[src/rtl/goertzel_pkg.sv]
// goertzel_pkg: shared state encodings and default sizing for the Goertzel sequencer
package goertzel_pkg;
    localparam int DEF_NUM_BINS    = 4;
    localparam int DEF_BLOCK_LEN   = 520;
    localparam int DEF_TIMEOUT_CYC = 64;
    typedef logic [1:0] rec_state_t;
    typedef logic [1:0] pwr_state_t;
    localparam logic [1:0] S_IDLE  = 2'd0;
    localparam logic [1:0] S_ISSUE = 2'd1;
    localparam logic [1:0] S_DRAIN = 2'd2;
    localparam logic [1:0] S_BOUND = 2'd3;
    localparam logic [1:0] P_IDLE  = 2'd0;
    localparam logic [1:0] P_ISSUE = 2'd1;
    localparam logic [1:0] P_WAIT  = 2'd2;
    localparam logic [1:0] P_FIN   = 2'd3;
endpackage

[src/rtl/goertzel_pwr_seq.sv]
// goertzel_pwr_seq: walks the power unit over all bins after a snapshot; watchdog with GOERTZEL_SCHED_TIMEOUT_EN
module goertzel_pwr_seq
    import goertzel_pkg::*;
#(
    parameter int NUM_BINS = DEF_NUM_BINS,
`ifdef GOERTZEL_SCHED_TIMEOUT_EN
    parameter int TIMEOUT_CYC = DEF_TIMEOUT_CYC,
`endif
    parameter int BIN_W = 2
) (
    input  logic             i_clock,
    input  logic             i_reset,
    input  logic             i_snap,
    input  logic             i_pwr_done,
    output logic             o_pwr_start,
    output logic [BIN_W-1:0] o_pwr_bin,
    output logic             o_frame_done,
    output logic             o_busy,
`ifdef GOERTZEL_SCHED_TIMEOUT_EN
    output logic             o_pwr_timeout,
`endif
    output logic             o_proto_err
);
    localparam logic [BIN_W-1:0] LAST_BIN = BIN_W'(NUM_BINS - 1);
    pwr_state_t r_state;
    logic       w_adv;
    assign o_busy      = r_state != P_IDLE;
    assign o_proto_err = i_pwr_done && r_state != P_WAIT;
`ifdef GOERTZEL_SCHED_TIMEOUT_EN
    localparam int WD_W = $clog2(TIMEOUT_CYC + 1);
    logic [WD_W-1:0] r_wd;
    logic            w_expire;
    assign w_expire = r_state == P_WAIT && !i_pwr_done && r_wd == WD_W'(TIMEOUT_CYC - 1);
    assign w_adv    = i_pwr_done || w_expire;
    always_ff @(posedge i_clock) begin
        if (i_reset) begin
            r_wd          <= '0;
            o_pwr_timeout <= 1'b0;
        end else begin
            r_wd          <= r_state == P_WAIT ? r_wd + 1'b1 : '0;
            o_pwr_timeout <= o_pwr_timeout | w_expire;
        end
    end
`else
    assign w_adv = i_pwr_done;
`endif
    always_ff @(posedge i_clock) begin
        if (i_reset) begin
            r_state      <= P_IDLE;
            o_pwr_start  <= 1'b0;
            o_pwr_bin    <= '0;
            o_frame_done <= 1'b0;
        end else begin
            case (r_state)
                P_IDLE: if (i_snap) begin
                    r_state     <= P_ISSUE;
                    o_pwr_start <= 1'b1;
                    o_pwr_bin   <= '0;
                end
                P_ISSUE: begin
                    r_state     <= P_WAIT;
                    o_pwr_start <= 1'b0;
                end
                P_WAIT: if (w_adv) begin
                    if (o_pwr_bin == LAST_BIN) begin
                        r_state      <= P_FIN;
                        o_frame_done <= 1'b1;
                    end else begin
                        r_state     <= P_ISSUE;
                        o_pwr_start <= 1'b1;
                        o_pwr_bin   <= o_pwr_bin + 1'b1;
                    end
                end
                default: begin
                    r_state      <= P_IDLE;
                    o_frame_done <= 1'b0;
                end
            endcase
        end
    end
endmodule

[src/rtl/goertzel_sched.sv]
// goertzel_sched: shares one recurrence unit across bins and hands blocks to the power walker; pwr_timeout with GOERTZEL_SCHED_TIMEOUT_EN
module goertzel_sched
    import goertzel_pkg::*;
#(
    parameter int NUM_BINS  = DEF_NUM_BINS,
    parameter int BLOCK_LEN = DEF_BLOCK_LEN,
`ifdef GOERTZEL_SCHED_TIMEOUT_EN
    parameter int TIMEOUT_CYC = DEF_TIMEOUT_CYC,
`endif
    localparam int BIN_W = NUM_BINS > 1 ? $clog2(NUM_BINS) : 1,
    localparam int CNT_W = $clog2(BLOCK_LEN)
) (
    input  logic             i_clock,
    input  logic             i_reset,
    input  logic             i_enable,
    input  logic             i_sample_valid,
    output logic             o_rec_start,
    output logic [BIN_W-1:0] o_rec_bin,
    input  logic             i_rec_done,
    output logic             o_blk_clear,
    output logic             o_blk_snap,
    output logic             o_pwr_start,
    output logic [BIN_W-1:0] o_pwr_bin,
    input  logic             i_pwr_done,
    output logic             o_frame_done,
    output logic [CNT_W-1:0] o_sample_cnt,
    output logic             o_busy,
    output logic             o_overrun,
    output logic             o_pwr_miss,
`ifdef GOERTZEL_SCHED_TIMEOUT_EN
    output logic             o_pwr_timeout,
`endif
    output logic             o_proto_err
);
    localparam int OUT_W = BIN_W + 1;
    localparam logic [BIN_W-1:0] LAST_BIN = BIN_W'(NUM_BINS - 1);
    localparam logic [CNT_W-1:0] LAST_CNT = CNT_W'(BLOCK_LEN - 1);
    rec_state_t       r_state;
    logic [OUT_W-1:0] r_out;
    logic             w_rec_err;
    logic             w_pwr_busy;
    logic             w_pwr_err;
    assign w_rec_err = i_rec_done && r_out == '0;
    assign o_busy    = r_state != S_IDLE || w_pwr_busy;
    goertzel_pwr_seq #(
        .NUM_BINS(NUM_BINS),
`ifdef GOERTZEL_SCHED_TIMEOUT_EN
        .TIMEOUT_CYC(TIMEOUT_CYC),
`endif
        .BIN_W(BIN_W)
    ) u_pwr (
        .i_clock(i_clock),
        .i_reset(i_reset),
        .i_snap(o_blk_snap),
        .i_pwr_done(i_pwr_done),
        .o_pwr_start(o_pwr_start),
        .o_pwr_bin(o_pwr_bin),
        .o_frame_done(o_frame_done),
        .o_busy(w_pwr_busy),
`ifdef GOERTZEL_SCHED_TIMEOUT_EN
        .o_pwr_timeout(o_pwr_timeout),
`endif
        .o_proto_err(w_pwr_err)
    );
    always_ff @(posedge i_clock) begin
        if (i_reset) begin
            r_state      <= S_IDLE;
            r_out        <= '0;
            o_rec_start  <= 1'b0;
            o_rec_bin    <= '0;
            o_blk_clear  <= 1'b0;
            o_blk_snap   <= 1'b0;
            o_sample_cnt <= '0;
            o_overrun    <= 1'b0;
            o_pwr_miss   <= 1'b0;
            o_proto_err  <= 1'b0;
        end else begin
            // a stray rec_done is flagged and must not underflow the count
            r_out       <= r_out + OUT_W'(o_rec_start) - OUT_W'(i_rec_done && !w_rec_err);
            o_proto_err <= o_proto_err | w_rec_err | w_pwr_err;
            o_overrun   <= o_overrun | (i_sample_valid && r_state != S_IDLE);
            case (r_state)
                S_IDLE: if (i_enable && i_sample_valid) begin
                    r_state     <= S_ISSUE;
                    o_rec_start <= 1'b1;
                    o_rec_bin   <= '0;
                end
                S_ISSUE: if (o_rec_bin == LAST_BIN) begin
                    r_state     <= S_DRAIN;
                    o_rec_start <= 1'b0;
                end else begin
                    o_rec_bin <= o_rec_bin + 1'b1;
                end
                S_DRAIN: if (r_out == '0) begin
                    if (o_sample_cnt == LAST_CNT) begin
                        r_state     <= S_BOUND;
                        o_blk_clear <= 1'b1;
                        o_blk_snap  <= !w_pwr_busy;
                        o_pwr_miss  <= o_pwr_miss | w_pwr_busy;
                    end else begin
                        r_state      <= S_IDLE;
                        o_sample_cnt <= o_sample_cnt + 1'b1;
                    end
                end
                default: begin
                    r_state      <= S_IDLE;
                    o_blk_clear  <= 1'b0;
                    o_blk_snap   <= 1'b0;
                    o_sample_cnt <= '0;
                end
            endcase
        end
    end
endmodule

[config.mk]
export PLATFORM = sky130hd
export DESIGN_NAME = goertzel_sched
export DESIGN_NICKNAME = d
export VERILOG_FILES = /design/src/rtl/goertzel_pkg.sv /design/src/rtl/goertzel_pwr_seq.sv /design/src/rtl/goertzel_sched.sv
export SDC_FILE = /design/constraint.sdc
export NUM_CORES = 1
export LEC_CHECK = 0
export BUFFER_PORTS_ARGS = -buffer_cell sky130_fd_sc_hd__buf_2
export CAP_MARGIN = 5
export CORE_ASPECT_RATIO = 1.2
export CORE_MARGIN = 2
export CORE_UTILIZATION = 49
export DETAILED_ROUTE_END_ITERATION = 8
export PLACE_DENSITY = 0.77
export SLEW_MARGIN = 15
export SYNTH_ARGS = -nofsm -noshare
export SYNTH_HDL_FRONTEND = slang
export SYNTH_HIERARCHICAL = 1
export SYNTH_SLANG_ARGS = --single-unit
[constraint.sdc]
create_clock -name i_clock -period 2.1 [get_ports i_clock]
set_input_delay 0.315 -clock i_clock [delete_from_list [all_inputs] [get_ports i_clock]]
set_output_delay 0.315 -clock i_clock [all_outputs]
set_load 0.01 [all_outputs]
==> results of run 1 <==
[cell type report]
type	count	area, um^2
Inverter	8	32.53
Tap cell	36	45.04
Sequential cell	29	584.3
Clock inverter	1	5.005
Clock buffer	7	65.06
Multi-Input combinational cell	127	923.4
Timing Repair Buffer	33	177.7
Fill cell	291	1195
[state kept, by name, summed over array words and instances, names as in the netlist]
register and flops:
o_rec_bin 2, o_blk_snap 1, r_state 2, o_rec_start 1
u_pwr/o_pwr_bin 2, u_pwr/r_state 2, o_blk_clear 1, o_overrun 1
u_pwr/o_frame_done 1, o_proto_err 1, o_sample_cnt 10, r_out 3
o_pwr_miss 1, u_pwr/o_pwr_start 1
[cell families after synthesis]
| family | count (synthesis) | share of synthesized area |
|---|---|---|
| buf+inv | 15 | 0.04224 |
| compound gates | 50 | 0.2096 |
| simple gates | 68 | 0.2998 |
| flops | 29 | 0.3769 |
| fa+ha+maj | 6 | 0.05362 |
| xor+xnor | 2 | 0.01137 |
| mux | 1 | 0.006499 |
[worst paths after layout]
check	start	end	slack, ps
worst max-delay path	r_out[1]	r_out[2]	-3
worst min-delay path	i_rec_done	o_proto_err	240
worst max register to register	r_out[1]	r_out[2]	-3
worst min register to register	o_overrun	o_overrun	460
[worst max-delay path: cells and delay by family, from the launching register on]
| family | cells | cell delay [ps] |
|---|---|---|
| adders and majority gates | 3 | 640 |
| and+or+nand+nor | 3 | 580 |
| xor gates and xnor gates | 2 | 320 |
| DFF | 1 | 340 |
| buffers and inverters | 2 | 80 |
[stage by stage]
stage / TNS (ps) / setup slack, ps
floorplan: 0 / 21.90
global placement: 0 / 67.25
detailed placement: 0 / 0.3075
CTS: -8.690 / -8.690
global route: -71.23 / -71.23
finish: -2.926 / -2.926
[power by group]
part           switching (mW)  leakage (nW)  total, mW  internal, mW
clock network           0.190        0.0413      0.384         0.194
logic                   0.238         0.448      0.473         0.235
registers              0.0278         0.236      0.615         0.587
total                   0.456         0.726       1.47          1.02
[what timing repair did]
item / in CTS / in global routing
endpoints found under the hold margin: 0 / 0
pin swaps: 1 / 0
resized for setup: 0 / 1
endpoints found under the setup margin: 1 / 1
[metal layers]
metal | routed length [um] | track usage
met1 | 1481 | 0.2586
met2 | 1632 | 0.3378
met3 | 126 | 0.06364
met4 | 82 | 0.1159
met5 | 0 | 0
[cells in the mapped netlist (2+ instances only)]
master,n
sky130_fd_sc_hd__nand4_1,2
sky130_fd_sc_hd__nand2_1,7
sky130_fd_sc_hd__nand3_1,11
sky130_fd_sc_hd__a31oi_1,7
sky130_fd_sc_hd__nor4b_1,2
sky130_fd_sc_hd__and4_1,3
sky130_fd_sc_hd__ha_1,5
sky130_fd_sc_hd__nor2b_1,4
sky130_fd_sc_hd__a21oi_1,15
sky130_fd_sc_hd__nor2_1,12
sky130_fd_sc_hd__inv_1,8
sky130_fd_sc_hd__nand2b_1,3
sky130_fd_sc_hd__o31ai_1,3
sky130_fd_sc_hd__clkbuf_1,5
sky130_fd_sc_hd__or2_0,2
sky130_fd_sc_hd__a211oi_1,3
sky130_fd_sc_hd__and2_1,2
sky130_fd_sc_hd__o311ai_0,5
sky130_fd_sc_hd__or3_1,2
sky130_fd_sc_hd__o21ai_0,9
sky130_fd_sc_hd__dfxtp_1,29
sky130_fd_sc_hd__or2_2,2
==> results.md, run 1 <==
Drt:
- The detailed router finished its first iteration with 41 violations.
- The routed design has 3322 um of wire.
- Using the TritonRoute via totals, the vias-per-cell ratio works out to 5.900.
- The remaining design rule violation count is 0.
- Once detail routing completed, the nets flagged for antenna violations numbered 0.
- Across all layers, the routed design uses 1422 vias.
- The first-pass iteration count of the detailed router is 4.
- The average wire per cell in the routed design is 13.78 um.

Power:
- The total power draw is 1.472 mW.
- The static power due to leakage is 0.7256 nW.
- Power spread over the standard cell area amounts to 802.9 nW/um^2.
- Across the VDD grid, the largest voltage drop is 0.7347 mV.

Critical path:
- Of all nets on the critical path, the largest fanout is 2.
- For this run, the slowest stage of the critical path takes 380 ps.
- The worst register-to-register path has a depth of 10.
- Walking the worst path, the cells encountered are or3_4, and2_4, ha_4, inv_4, ha_4, inv_2, fa_2, xor2_1, xnor2_1, nor2_1.
- Data on the critical path arrives at its endpoint at 2300 ps.
- The type of the worst setup path is reg -> reg.
- The largest individual stage delay along the critical path comes from the cell sky130_fd_sc_hd__or3_4.
- The worst setup path is launched from a flop.
- The capturing element type of the critical path is a flop.
- The required arrival time at the worst endpoint is 2300 ps.
- The most numerous cell type found on the critical path is sky130_fd_sc_hd__ha_4.

Timing:
- Based on the critical path, the design can be clocked at up to 475.5 MHz.
- After layout, the minimum clock period comes to 2103 ps.
- Setup slack on the critical path of the routed design comes to -2.926 ps.
- The count of final max-slew check failures is 0.
- The count of endpoints failing hold in the final timing report is 0.
- The part of the cycle the worst path needs is 1.001.
- For the pin with the worst max-slew slack, the measured transition is 555.1 ps.
- The tightest slew margin relative to the limit is 0.6294.
- For the final database, setup skew stands at 7.948 ps.
- Setup violations remaining at the end of the flow were counted as 1.
- The worst slack on hold paths is 236.6 ps.
- Setup repair after global routing could not meet its margin everywhere.

Hold path:
- The worst hold path was traced through 3 stages.
- The tightest min-delay check is of the in -> reg type.

Floorplanning:
- The number of cell rows is 22.
- During I/O placement, the number of pins put on the boundary was 29.
- The floorplan step defined a die boundary enclosing 3610 um^2.
- The starting utilization of the core area is 0.5087.
- The die outline height is 65.42 um.
- The die outline width is 55.18 um.
- The core region is 3028 um^2.

Placed design:
- The placer congestion estimate is 0.8526.
- Detailed placement ended at an HPWL of 2432 um.
- The area of placed instances is 1760 um^2.
- Input and output buffers added on the ports amount to 28.
- The post-placement cell count is 233.

Clock tree:
- Clock-pin slew was measured on the worst setup and hold paths at 90 ps.
- The maximum root-to-sink buffer count is 2.
- In this run the post-CTS setup repair buffer count came out at 0.
- The number of hold buffers added after CTS is 0.
- The clock net sink count is 29.
- The TritonCTS buffer count is 5.
- The maximum level of the CTS H-tree is 2.
- The tree is rooted in a sky130_fd_sc_hd__clkbuf_4.
- The later pin in the worst-skew pair is clocked with a latency of 330 ps.
- The CTS tree is built.

Global route:
- Entering global routing, the biggest net connects 28 pins.
- The via count of the first global-routing pass is 1317.
- The wire length of the first global-routing pass is 5678 um.
- The overall global routing resource usage is 0.2160.
- Summed over all layers, the global routing overflow is 0.
- The initial antenna violation count is 0.

Synthesis:
- The count of flip-flops with a built-in enable after synthesis is 0.
- The post-synthesis sequential element count is 29.
- The number of warnings issued by yosys is 6.
- Yosys attributes the largest share of cell area to sky130_fd_sc_hd__dfxtp_1 38%, sky130_fd_sc_hd__a21oi_1 4.9%, sky130_fd_sc_hd__ha_1 4.1%.
- The most used flip-flop cell after synthesis is sky130_fd_sc_hd__dfxtp_1.
- The cell area that synthesis handed to floorplanning was 1540 um^2.
- The top cell type by total area after synthesis is sky130_fd_sc_hd__dfxtp_1.
- The count of unique library cells instantiated by Yosys is 52.
- The async set or reset register ratio after synthesis is 0.
- After synthesis, the mean cell area works out to 9.007 um^2.
- The proportion of netlist area held by the largest area contributor is 0.3769.
- The portion of the post-synthesis area used by sequential elements is 0.3769.
- The synthesized netlist net count is 183.
- The cell count after synthesis came out at 171.

Finish:
- The cell area after layout is 1833 um^2.
- Leaving out fill and tap cells, the most frequent cells in the layout are 28 x sky130_fd_sc_hd__buf_2, 28 x sky130_fd_sc_hd__dfxtp_1, 15 x sky130_fd_sc_hd__a21oi_1.
- The final cell utilization of the core is 0.6054.
- At the end of the flow, the number of nets in the layout was 216.
- After the flow finishes, the layout carries non-filler instances totaling 241.
- The share of cells above drive strength 1 is 0.2829.
- Relative to the synthesized area, the layout overhead comes to 19.01%.
- The number of diodes is 0.

Status:
- The final reports fail on negative setup slack.
- The run finished, with violations left.

Flow run:
- The tool flagged a number of max-cap violations equal to 0.
(Power assumes the default switching activity.)
==> run 2: changes to the inputs <==
- SETUP_SLACK_MARGIN: unset -> 0.15
==> results.md, run 2 (synthesized netlist as in run 1, its figures left out) <==
Global route:
- The largest net degree at the start of global routing came to 28 (unchanged).
- The global-route track usage on met1 is 0.2374 (was 0.2586).
- The most congested layer reported by global routing is met2 (unchanged).
- The sum of overflow across all layers after global routing is 0 (unchanged).
- The global-route met3 utilization was 0.06818 (was 0.06364).
- The wire length of the first global-routing pass was 5637 um (was 5678 um).
- The global-route met2 utilization was 0.3542 (was 0.3378).
- The overall global routing resource usage was 0.2170 (was 0.2160).
- The initial antenna violation count is 0 (unchanged).
- The via count of the first global-routing pass is 1340 (was 1317).

Hold path:
- The worst min-delay path category was in -> reg (unchanged).

Critical path:
- The signal arrival time at the worst endpoint is 2320 ps (was 2300 ps).
- The required arrival time at the worst endpoint came to 2320 ps (was 2300 ps).
- The capturing element type of the critical path is a flop (unchanged).
- The peak per-stage delay on the critical path is 380 ps (about the same).
- The type of the worst setup path is reg -> reg (unchanged).
- The cell type of the slowest stage on the worst timing path is sky130_fd_sc_hd__or3_4 (unchanged).
- Cells along the critical path: or3_4, and2_4, ha_4, inv_2, ha_4, inv_2, fa_2, xor2_1, xnor2_1, nor2_1 (was or3_4, and2_4, ha_4, inv_4, ha_4, inv_2, fa_2, xor2_1, xnor2_1, nor2_1).
- The number of buffer and inverter stages on the critical path came to 2 (unchanged).
- The highest net fanout along the worst path is 2 (unchanged).
- The largest delay contributor family on the critical path was adder cells (unchanged).
- The startpoint type of the worst setup path was a flop (unchanged).

Finish:
- Largest regs: o_sample_cnt: 10 flops, r_out: 3 flops (unchanged).
- The final cell count without fillers is 241 (unchanged).
- The number of flip-flops under the largest register name is 10 (unchanged).
- Most frequent cells in the layout: 28 x sky130_fd_sc_hd__buf_2, 27 x sky130_fd_sc_hd__dfxtp_1, 15 x sky130_fd_sc_hd__a21oi_1 (was 28 x sky130_fd_sc_hd__buf_2, 28 x sky130_fd_sc_hd__dfxtp_1, 15 x sky130_fd_sc_hd__a21oi_1).
- The number of filler instances in the final layout was 283 (was 291).
- The number of diodes is 0 (unchanged).
- The layout-stage area growth over the synthesis result is 19.66% (was 19.01%).
- The register with the highest flop count is o_sample_cnt (unchanged).
- The share of cells above drive strength 1 was 0.2927 (was 0.2829).
- The cell area after layout is 1843 um^2 (was 1833 um^2).
- The number of nets in the layout is 216 (unchanged).
- The leading cell type in the layout, fill and taps excluded is sky130_fd_sc_hd__buf_2.

Power:
- The register share of total power was 0.419 (was 0.418).
- The power density over the cells is 797.0 nW/um^2 (was 802.9 nW/um^2).
- The switching share of power was 0.3135 (was 0.3096).
- The net switching power came to 460.5 uW (was 455.6 uW).
- The maximum resistive drop on vdd is 0.5741 mV (was 0.7347 mV).
- The combinational fraction of design power is 0.312 (was 0.321).
- The share of total power in the clock network was 0.269 (was 0.261).
- The internal portion of total power is 1.008 mW (was 1.016 mW).
- The static power due to leakage was 0.7232 nW (was 0.7256 nW).
- The total power draw came to 1.469 mW (was 1.472 mW).

Drt:
- The aggregate routed wire length was 3449 um (was 3322 um).
- The ratio of routed vias to standard cells is 5.996 (was 5.900).
- The average wire per cell in the routed design is 14.31 um (was 13.78 um).
- The first-pass iteration count of the detailed router is 4 (unchanged).
- The routed via count is 1445 (was 1422).
- The number of DRC markers in iteration 0 is 48 (was 41).
- The remaining design rule violation count is 0 (unchanged).
- The count of nets left with antenna violations after detail routing was 0 (unchanged).

Timing:
- The transition time at the pin with the least slew margin is 597.8 ps (was 555.1 ps).
- RSZ-0062 raised after global routing: yes (unchanged).
- The count of endpoints failing hold in the final timing report was 0 (unchanged).
- The post-route setup TNS is 0 ps (was -2.926 ps).
- The part of the cycle the worst path needs is 0.9992 (was 1.001).
- The worst setup skew after layout came to 5.940 ps (was 7.948 ps).
- The highest clock frequency the design can meet was 476.6 MHz (was 475.5 MHz).
- The count of final max-slew check failures is 0 (unchanged).
- The tightest slew margin relative to the limit came to 0.6009 (was 0.6294).
- The time the final worst path needs with I/O delays and setup is 2098 ps (was 2103 ps).
- The count of final setup violators came to 0 (was 1).
- The final critical-path setup slack is 1.588 ps (was -2.926 ps).

Floorplanning:
- The die footprint is 3610 um^2 (unchanged).
- The die outline height is 65.42 um (unchanged).
- The I/O pin total is 29 (unchanged).
- The area inside the core boundary is 3028 um^2 (unchanged).
- The number of cell rows is 22 (unchanged).
- The starting utilization of the core area was 0.5087 (unchanged).
- The die outline width was 55.18 um (unchanged).

Clock tree:
- The maximum level of the CTS H-tree came to 2 (unchanged).
- The insertion delay of the later-clocked pin in the worst-skew pair came to 340 ps (was 330 ps).
- The number of hold buffers added after CTS is 0 (unchanged).
- The number of buffers inserted by post-CTS setup repair is 0 (unchanged).
- The CTS tree is built (unchanged).
- The maximum root-to-sink buffer count is 2 (unchanged).
- The TritonCTS buffer count came to 5 (unchanged).
- The clock-pin slew on the worst setup and hold paths is 90 ps (about the same).
- The clock net sink count is 29 (unchanged).
- The cell chosen for the clock root is sky130_fd_sc_hd__clkbuf_4 (unchanged).

Status:
- Outcome: complete, no violations (was finished, violations left).

Flow run:
- The max-cap violation count came to 0 (unchanged).

Placed design:
- The post-placement cell count was 233 (unchanged).
- The count of port buffers added during placement was 28 (unchanged).
- The detailed placement HPWL is 2531 um (was 2432 um).
- The post-placement worst setup slack is -0.5977 ps (was 0.3075 ps).
- The placer congestion estimate is 0.8575 (was 0.8526).
- The area of placed instances is 1760 um^2 (unchanged).
run 2: power by group through the flow:
| stage | registers [mW] | logic [mW] | clock network (mW) |
|---|---|---|---|
| 2_1_floorplan | 0.645 | 0.300 | 0 |
| 3_3_place_gp | 0.624 | 0.427 | 0 |
| 3_5_place_dp | 0.628 | 0.462 | 0 |
| 4_1_cts | 0.615 | 0.464 | 0.405 |
| 5_1_grt | 0.621 | 0.512 | 0.418 |
| 6_report | 0.616 | 0.459 | 0.395 |
run 2: path summary, 6_finish.rpt:
check / startpoint / endpoint / slack (ps) / depth (start not counted)
setup / recovery: r_out[1] / r_out[2] / 2 / 10
hold / removal: i_rec_done / o_proto_err / 220 / 3
setup reg to reg: r_out[1] / r_out[2] / 2 / 10
hold reg to reg: o_overrun / o_overrun / 460 / 2
run 2: through the flow:
stage / hold slack (ps) / util
after CTS: 212.2 / 0.6045
after global routing: 231.3 / 0.6087
after floorplan: 384.1 / -
after global placement: 432.0 / 0.5814
after detailed placement: 458.2 / 0.5814
final: 224.8 / 0.6087
run 2: final cells by class:
type / instances / area, um^2 / share of cell area
Clock buffer: 7 / 65.06 / 0.03530
Clock inverter: 1 / 5.005 / 0.002716
Inverter: 8 / 30.03 / 0.01629
Multi-Input combinational cell: 127 / 934.6 / 0.5071
Sequential cell: 29 / 585.6 / 0.3177
Tap cell: 36 / 45.04 / 0.02444
Timing Repair Buffer: 33 / 177.7 / 0.09640
run 2: layer usage:
metal / vias to the layer above / wire length (um)
met4: 0 / 87
met3: 9 / 154
met5: - / 0
met2: 35 / 1774
li1: 706 / -
met1: 695 / 1433
run 2: worst reg2reg max path, stage by stage (launching register included):
cell and delay, ps:
sky130_fd_sc_hd__dfxtp_4 350, sky130_fd_sc_hd__or3_4 380, sky130_fd_sc_hd__and2_4 150, sky130_fd_sc_hd__ha_4 210, sky130_fd_sc_hd__inv_2 60, sky130_fd_sc_hd__ha_4 110
sky130_fd_sc_hd__inv_2 30, sky130_fd_sc_hd__fa_2 320, sky130_fd_sc_hd__xor2_1 180, sky130_fd_sc_hd__xnor2_1 140, sky130_fd_sc_hd__nor2_1 50
run 2: what timing repair did:
item / in CTS / in global routing
pin swaps: 1 / 1
hold endpoints to repair: 0 / 0
setup endpoints to repair: 2 / 8
resized for setup: 0 / 5
